$ cat src/rtl/div_arbiter.sv
// div_arbiter: round-robin front end that shares one iterative divider among NREQ requesters.
// Divide-by-zero is answered locally; each requester keeps its own result until it is consumed.
module div_arbiter #(
    parameter int BITS = 4,
    parameter int NREQ = 2
) (
    input  logic                 clk,
    input  logic                 rst_n,
    input  logic [NREQ-1:0]      req_vld,
    output logic [NREQ-1:0]      req_rdy,
    input  logic [NREQ*BITS-1:0] req_a,
    input  logic [NREQ*BITS-1:0] req_b,
    output logic [NREQ-1:0]      res_vld,
    input  logic [NREQ-1:0]      res_rdy,
    output logic [NREQ*BITS-1:0] res_q,
    output logic [NREQ*BITS-1:0] res_r,
    output logic [NREQ-1:0]      res_dz,
    output logic [BITS-1:0]      div_a,
    output logic [BITS-1:0]      div_b,
    output logic                 div_input_vld,
    input  logic                 div_output_vld,
    input  logic [BITS-1:0]      div_q,
    input  logic [BITS-1:0]      div_r
);

    localparam int IW = (NREQ > 1) ? $clog2(NREQ) : 1;

    localparam logic [1:0] S_IDLE  = 2'd0;
    localparam logic [1:0] S_ISSUE = 2'd1;
    localparam logic [1:0] S_WAIT  = 2'd2;
    localparam logic [1:0] S_ZERO  = 2'd3;

    localparam logic [IW-1:0] RR_INIT = IW'(NREQ - 1);

    logic [1:0]           state_q, state_d;
    logic [IW-1:0]        rr_q, rr_d;
    logic [IW-1:0]        owner_q, owner_d;
    logic [BITS-1:0]      div_a_q, div_a_d;
    logic [BITS-1:0]      div_b_q, div_b_d;
    logic                 busy_seen_q, busy_seen_d;
    logic [NREQ-1:0]      res_vld_q, res_vld_d;
    logic [NREQ*BITS-1:0] res_quo_q, res_quo_d;
    logic [NREQ*BITS-1:0] res_rem_q, res_rem_d;
    logic [NREQ-1:0]      res_dz_q, res_dz_d;

    logic [NREQ-1:0]      cand;
    logic                 gnt_found;
    logic [IW-1:0]        gnt_idx;
    logic [BITS-1:0]      gnt_a;
    logic [BITS-1:0]      gnt_b;

    // The divider may still be busy after a reset, so idle alone is not enough to accept.
    assign req_rdy = {NREQ{(state_q == S_IDLE) && div_output_vld}} & ~res_vld_q;
    assign cand    = req_vld & req_rdy;

    // Search starts one past the last grant and wraps, so every requester gets a turn.
    always_comb begin
        gnt_found = 1'b0;
        gnt_idx   = '0;
        for (int k = 1; k <= NREQ; k++) begin
            if (!gnt_found && cand[(int'(rr_q) + k) % NREQ]) begin
                gnt_found = 1'b1;
                gnt_idx   = IW'((int'(rr_q) + k) % NREQ);
            end
        end
    end

    assign gnt_a = req_a[int'(gnt_idx)*BITS +: BITS];
    assign gnt_b = req_b[int'(gnt_idx)*BITS +: BITS];

    always_comb begin
        state_d     = state_q;
        rr_d        = rr_q;
        owner_d     = owner_q;
        div_a_d     = div_a_q;
        div_b_d     = div_b_q;
        busy_seen_d = busy_seen_q;
        res_vld_d   = res_vld_q;
        res_quo_d   = res_quo_q;
        res_rem_d   = res_rem_q;
        res_dz_d    = res_dz_q;

        for (int i = 0; i < NREQ; i++) begin
            if (res_vld_q[i] && res_rdy[i]) begin
                res_vld_d[i] = 1'b0;
            end
        end

        case (state_q)
            S_IDLE: begin
                if (gnt_found) begin
                    owner_d = gnt_idx;
                    rr_d    = gnt_idx;
                    div_a_d = gnt_a;
                    div_b_d = gnt_b;
                    state_d = (gnt_b == '0) ? S_ZERO : S_ISSUE;
                end
            end
            S_ISSUE: begin
                busy_seen_d = 1'b0;
                state_d     = S_WAIT;
            end
            S_WAIT: begin
                // Only a low-then-high output_vld marks completion of this operation.
                if (!div_output_vld) begin
                    busy_seen_d = 1'b1;
                end
                if (busy_seen_q && div_output_vld) begin
                    for (int i = 0; i < NREQ; i++) begin
                        if (owner_q == IW'(i)) begin
                            res_vld_d[i]            = 1'b1;
                            res_dz_d[i]             = 1'b0;
                            res_quo_d[i*BITS +: BITS] = div_q;
                            res_rem_d[i*BITS +: BITS] = div_r;
                        end
                    end
                    state_d = S_IDLE;
                end
            end
            S_ZERO: begin
                for (int i = 0; i < NREQ; i++) begin
                    if (owner_q == IW'(i)) begin
                        res_vld_d[i]            = 1'b1;
                        res_dz_d[i]             = 1'b1;
                        res_quo_d[i*BITS +: BITS] = {BITS{1'b1}};
                        res_rem_d[i*BITS +: BITS] = div_a_q;
                    end
                end
                state_d = S_IDLE;
            end
            default: state_d = S_IDLE;
        endcase
    end

    always_ff @(posedge clk) begin
        if (!rst_n) begin
            state_q     <= S_IDLE;
            rr_q        <= RR_INIT;
            owner_q     <= '0;
            div_a_q     <= '0;
            div_b_q     <= '0;
            busy_seen_q <= 1'b0;
            res_vld_q   <= '0;
            res_quo_q   <= '0;
            res_rem_q   <= '0;
            res_dz_q    <= '0;
        end else begin
            state_q     <= state_d;
            rr_q        <= rr_d;
            owner_q     <= owner_d;
            div_a_q     <= div_a_d;
            div_b_q     <= div_b_d;
            busy_seen_q <= busy_seen_d;
            res_vld_q   <= res_vld_d;
            res_quo_q   <= res_quo_d;
            res_rem_q   <= res_rem_d;
            res_dz_q    <= res_dz_d;
        end
    end

    assign div_input_vld = (state_q == S_ISSUE);
    assign div_a         = div_a_q;
    assign div_b         = div_b_q;
    assign res_vld       = res_vld_q;
    assign res_q         = res_quo_q;
    assign res_r         = res_rem_q;
    assign res_dz        = res_dz_q;

endmodule

$ cat config.mk
export PLATFORM = sky130hd
export DESIGN_NAME = div_arbiter
export DESIGN_NICKNAME = d
export VERILOG_FILES = /design/src/rtl/div_arbiter.sv
export SDC_FILE = /design/constraint.sdc
export NUM_CORES = 1
export LEC_CHECK = 0
export ABC_CLOCK_PERIOD_IN_PS = 4000
export CAP_MARGIN = 20
export CORE_ASPECT_RATIO = 0.5
export CORE_MARGIN = 2
export CORE_UTILIZATION = 45
export DETAILED_ROUTE_END_ITERATION = 12
export GPL_ROUTABILITY_DRIVEN = 0
export HOLD_SLACK_MARGIN = 0.1
export PLACE_DENSITY = 0.84
export SLEW_MARGIN = 20
export SYNTH_ARGS = -nofsm -noshare
export SYNTH_HDL_FRONTEND = slang
export SYNTH_SLANG_ARGS = --single-unit
$ cat constraint.sdc
create_clock -name clk -period 4 [get_ports clk]
set_input_delay 1 -clock clk [delete_from_list [all_inputs] [get_ports clk]]
set_output_delay 1 -clock clk [all_outputs]
set_load 0.1 [all_outputs]
**Yosys cells after proc, flatten, opt, wreduce, memory -nomap -nowiden**

Cells that the tools add are included.

- Eq/ne operators: 10
- Reduce and logical (&&, ||, !) cells: 15
- $add $sub $neg: 2
- Bitwise logic cells: 5
- $lt $le $gt $ge: 2
- Muxes and demuxes: 40
- Shift operators: 2

Operator list:

| kind | count |
|---|---|
| 4-bit two-way mux | 8 |
| 8-bit case mux with 2 select lines | 2 |
| 1-bit two-way mux | 19 |
| 8-bit two-way mux | 2 |
| 8-bit by 4-bit variable part select with 4-bit output | 2 |
| 2-bit != test (second input constant) | 7 |
| 2-bit two-way mux | 5 |
| 2-bit case mux with 2 select lines | 2 |
| 2-bit case mux with 4 select lines | 1 |
| 4-bit AND reduction | 2 |
| 2-bit by 3-bit < comparator with 1-bit output (second input constant) | 2 |
| 2-bit AND reduction | 3 |
| 1-bit logical AND | 5 |
| 2-bit bitwise AND | 2 |
| 2-bit == test (second input constant) | 2 |
| 4-bit zero test | 1 |
| 2-bit nonzero test | 2 |
| 1-bit adder (second input constant) | 2 |
| 1-bit bitwise AND (first input constant) | 2 |
| 2-bit by 1-bit == test with 1-bit output (second input constant) | 1 |
| 2-bit zero test | 1 |
| 2-bit NOT | 1 |
| 1-bit case mux with 2 select lines | 1 |
| 1-bit zero test | 1 |

- Bits of input ports: 31
- Output and inout bits: 31
- Register bits after elaboration: 33
- Logic and storage cells: 89

**Logic depth before layout (Yosys ltp)**

Gate-level depths: netlist of the first run.

- Depth after elaboration: 16
- Gate-level depth with buffers: 6
- Gate-level depth less buffers: 4

**Least setup slack after synthesis of the first run**

Ideal clock, no wire load.

- Path type: input port to output port
- Start: in div_output_vld
- End: out req_rdy[0]
- Slack: 0.286 ns
- Required time: 3.000 ns
- Arrival: 2.714 ns
- Stages on the path: 2
- Cell sequence: or3b_1 > nor2_1

- Longest elaborated chain between the ends: 2

Ends and longest elaborated chain:

| what | line | RTL |
|---|---|---|
| from (decl) | 21 | `input logic div_output_vld,` |
| 1-bit logical AND | 53 | `assign req_rdy = {NREQ{(state_q == S_IDLE) && div_output_vld}} & ~res_vld_q;` |
| 2-bit bitwise AND | 53 |  |
| to (decl) | 10 | `output logic [NREQ-1:0] req_rdy,` |

Every way passes these cells.

**Worst setup path in the final report of the first run**

- Start: in div_output_vld
- End: out req_rdy[1]

The elaborated chain is that of the path after synthesis.

==> run_results.csv, run 1 <==
group,metric,value,unit
run_status,status,"completed",
cts,clkLatencyLatePin,280,ps
logic_synthesis,yosysSeqAreaShare,0.448,
critical_path,cp_max_fo,6,
floorplanning,io_pins,62,
global_routing,grt_pass1_wl,5580,um
global_routing,antenna_found_initial,0,
route,ant_nets,0,
sta,setup_slack,496,ps
critical_path,r2r_slack,2120,ps
route,vias_per_cell,5.16,
cts,cts_tree,"built",
critical_path,critical_path_class,"in -> out",
sta,setup_viol,0,
power_and_ir_drop,vdd_ir_drop_max,0.220,mV
sta,tightest_slew,1010,ps
floorplanning,design.core.area,0.00307,sq mm
placed_design,dpl_worst_slack,501,ps
power_and_ir_drop,p_sw_frac,0.286,
logic_synthesis,synth.distinct_cells,39,
cts,cts.repair.resized,0,
critical_path,startpoint,"div_output_vld",
placed_design,hpwl,2570,um
sta,slew_headroom,0.328,
floorplanning,dieArea,0.00378,sq mm
cts,cts_max_level,2,
cts,clockBufferDepth,2,
floorplanning,rows,14,
cells_and_area,post-route-util,0.730,
logic_synthesis,synth_top_area_cell,"dfxtp_1",
sta,max_freq,285,MHz
power_and_ir_drop,power_frac_seq,0.408,
critical_path,crit_path_start_kind,"input port",
logic_synthesis,netlist_area,0.00147,sq mm
cells_and_area,antennaDiodeCount,0,
cts,path_clk_slew,70,ps
sta,fin_hold_ws,475,ps
floorplanning,die_h,44.5,um
critical_path,r2r-end,"res_r[7]",
critical_path,cp-endpoint,"req_rdy[1]",
sta,grt_setup_unrepaired,"false",
cts,root_buffer,"clkbuf_8",
sta,clock_skew,6.87,ps
floorplanning,start_util,0.481,
power_and_ir_drop,switching_power,245,uW
power_and_ir_drop,p_leak,1.06,nW
global_routing,grt_max_degree,26,
worst_hold_path,hp-class,"reg -> reg",
route,wl_per_cell,13.6,um
sta,slew_viol_final,0,
critical_path,r2r_cells,4,
power_and_ir_drop,p_int,610,uW
cells_and_area,area_growth,51.8,%
sta,hold_viol_final,0,
logic_synthesis,syn_nets,184,
critical_path,endpoint_kind,"primary output",
cts,postCtsHoldBufs,0,
cells_and_area,drive_above_1_share,0.0926,
logic_synthesis,postSynthCellCount,153,
sta,fin_crit,3500,ps
placed_design,port_buffers,61,
route,drcViolationCount,0,
cts,postCtsSetupRepairBufs,0,
global_routing,grtUsageTotal,0.192,
route,num_vias,1320,
critical_path,worstPathRequired,3000,ps
cts,cts_made_buffers,5,
route,dr.first_iter.drc_count,31,
power_and_ir_drop,power,854,uW
sta,tns,0,ps
cells_and_area,nets,246,
logic_synthesis,ys_seq_elements,33,
critical_path,r2r-start,"state_q[0]",
sta,min_period_over_period,0.876,
cts,clock_sinks,33,
logic_synthesis,yosys_warnings,0,
critical_path,cp.arrival,2500,ps
logic_synthesis,yosysTopAreaCellShare,0.448,
power_and_ir_drop,power.share.clock,0.374,
logic_synthesis,synth_area_leaders,"dfxtp_1 45%, o211a_1 11%, mux2i_1 7.5%",
global_routing,grt_pass1_vias,1306,
global_routing,grt.overflow.total,0,
floorplanning,die_x,84.9,um
logic_synthesis,synth.avg_cell_area,9.63,sq um
power_and_ir_drop,p_comb_frac,0.218,
power_and_ir_drop,power.density,382,mW/mm^2
route,firstDrtPassIters,4,
route,wl,3480,um
flow_run,drv_cap,0,
-- critical path: stages --
cell and delay (ps):
clkdlybuf4s50_1 590, or3b_1 490, nor2_1 220, buf_12 210
-- cell type report --
type / count / area (sq um)
Clock buffer: 7 / 86.3
Sequential cell: 33 / 661
Clock inverter: 1 / 30.0
Tap cell: 40 / 50.0
Inverter: 2 / 7.51
Fill cell: 235 / 828
Multi-Input combinational cell: 110 / 759
Timing Repair Buffer: 63 / 643
-- flip-flops by register name, summed over array words and instances (netlist names) --
name,cells
busy_seen_q,1
div_a,4
div_b,4
owner_q,1
res_dz,2
res_q,8
res_r,8
res_vld,2
rr_q,1
state_q,2
-- cell usage after synthesis (all sizes together) --
cell type / n
o21a: 2
a31oi: 1
inv: 2
nor2: 8
or3: 2
a211oi: 1
and2: 4
nand3b: 1
o22ai: 1
nand2: 19
o211a: 16
a21boi: 3
a31o: 1
or2b: 1
a21oi: 9
nor3b: 2
nand4: 1
dfxtp: 33
buf: 3
nor2b: 4
nand2b: 4
mux2: 1
o21ai: 13
nor3: 2
or4b: 1
clkbuf: 5
mux2i: 11
or3b: 1
o311ai: 1
-- layout by cell type, fill, tap and decap left out, drive strengths merged, types with 2 or more instances in the layout --
cell type / n
or3: 2
nor3: 2
o211a: 16
o21a: 2
a21boi: 3
buf: 5
nand2b: 4
clkbuf: 7
dfxtp: 33
clkdlybuf4s50: 58
nor2b: 4
nor2: 8
o21ai: 13
a21oi: 9
nand2: 19
and2: 4
nor3b: 2
inv: 2
mux2i: 11
-- power groups by stage --
stage	clock network (mW)	registers (mW)	logic, mW
after floorplan	0	0.414	0.0646
after global placement	0	0.356	0.185
after detailed placement	0	0.356	0.186
after CTS	0.326	0.349	0.187
after global routing	0.341	0.350	0.195
final	0.320	0.349	0.186
-- layer usage --
| metal | GRT usage | wire length, um | vias to the layer above |
|---|---|---|---|
| li1 | - | - | 670 |
| met1 | 0.214 | 1560 | 624 |
| met2 | 0.354 | 1770 | 24 |
| met3 | 0.0597 | 131 | 2 |
| met4 | 0.0762 | 23 | 0 |
| met5 | 0 | 0 | - |
-- cell families after synthesis --
| kind of cell | after synthesis | share of synthesized area |
|---|---|---|
| DFF | 33 | 0.448 |
| muxes | 12 | 0.0823 |
| buffers and inverters | 10 | 0.0365 |
| and+or+nand+nor | 50 | 0.185 |
| AOI/OAI and AO/OA | 48 | 0.248 |
-- stage by stage --
stage	instance area (sq um)	instances
5_1_grt	2240	256
2_1_floorplan	1470	153
6_report	2240	256
3_3_place_gp	2120	248
3_5_place_dp	2120	248
4_1_cts	2240	256
-- worst min-delay path by stage --
| stage | startpoint | end | cells after the start |
|---|---|---|---|
| after floorplan | busy_seen_q | busy_seen_q | 2 |
| after global placement | res_dz[1] | res_dz[1] | 2 |
| after detailed placement | res_dz[1] | res_dz[1] | 2 |
| after CTS | res_dz[1] | res_dz[1] | 2 |
| after global routing | res_dz[1] | res_dz[1] | 2 |
| final | res_dz[1] | res_dz[1] | 2 |
Power figures use the tool's default switching activity.
==> run 2, diff against run 1 <==
--- a/config.mk
+++ b/config.mk
@@ -14,6 +14,7 @@
 export GPL_ROUTABILITY_DRIVEN = 0
 export HOLD_SLACK_MARGIN = 0.1
 export PLACE_DENSITY = 0.84
+export SETUP_SLACK_MARGIN = 0.4
 export SLEW_MARGIN = 20
 export SYNTH_ARGS = -nofsm -noshare
 export SYNTH_HDL_FRONTEND = slang
==> results of run 2 <==
The final DEF is identical to that of run 1; final timing and power are the same.
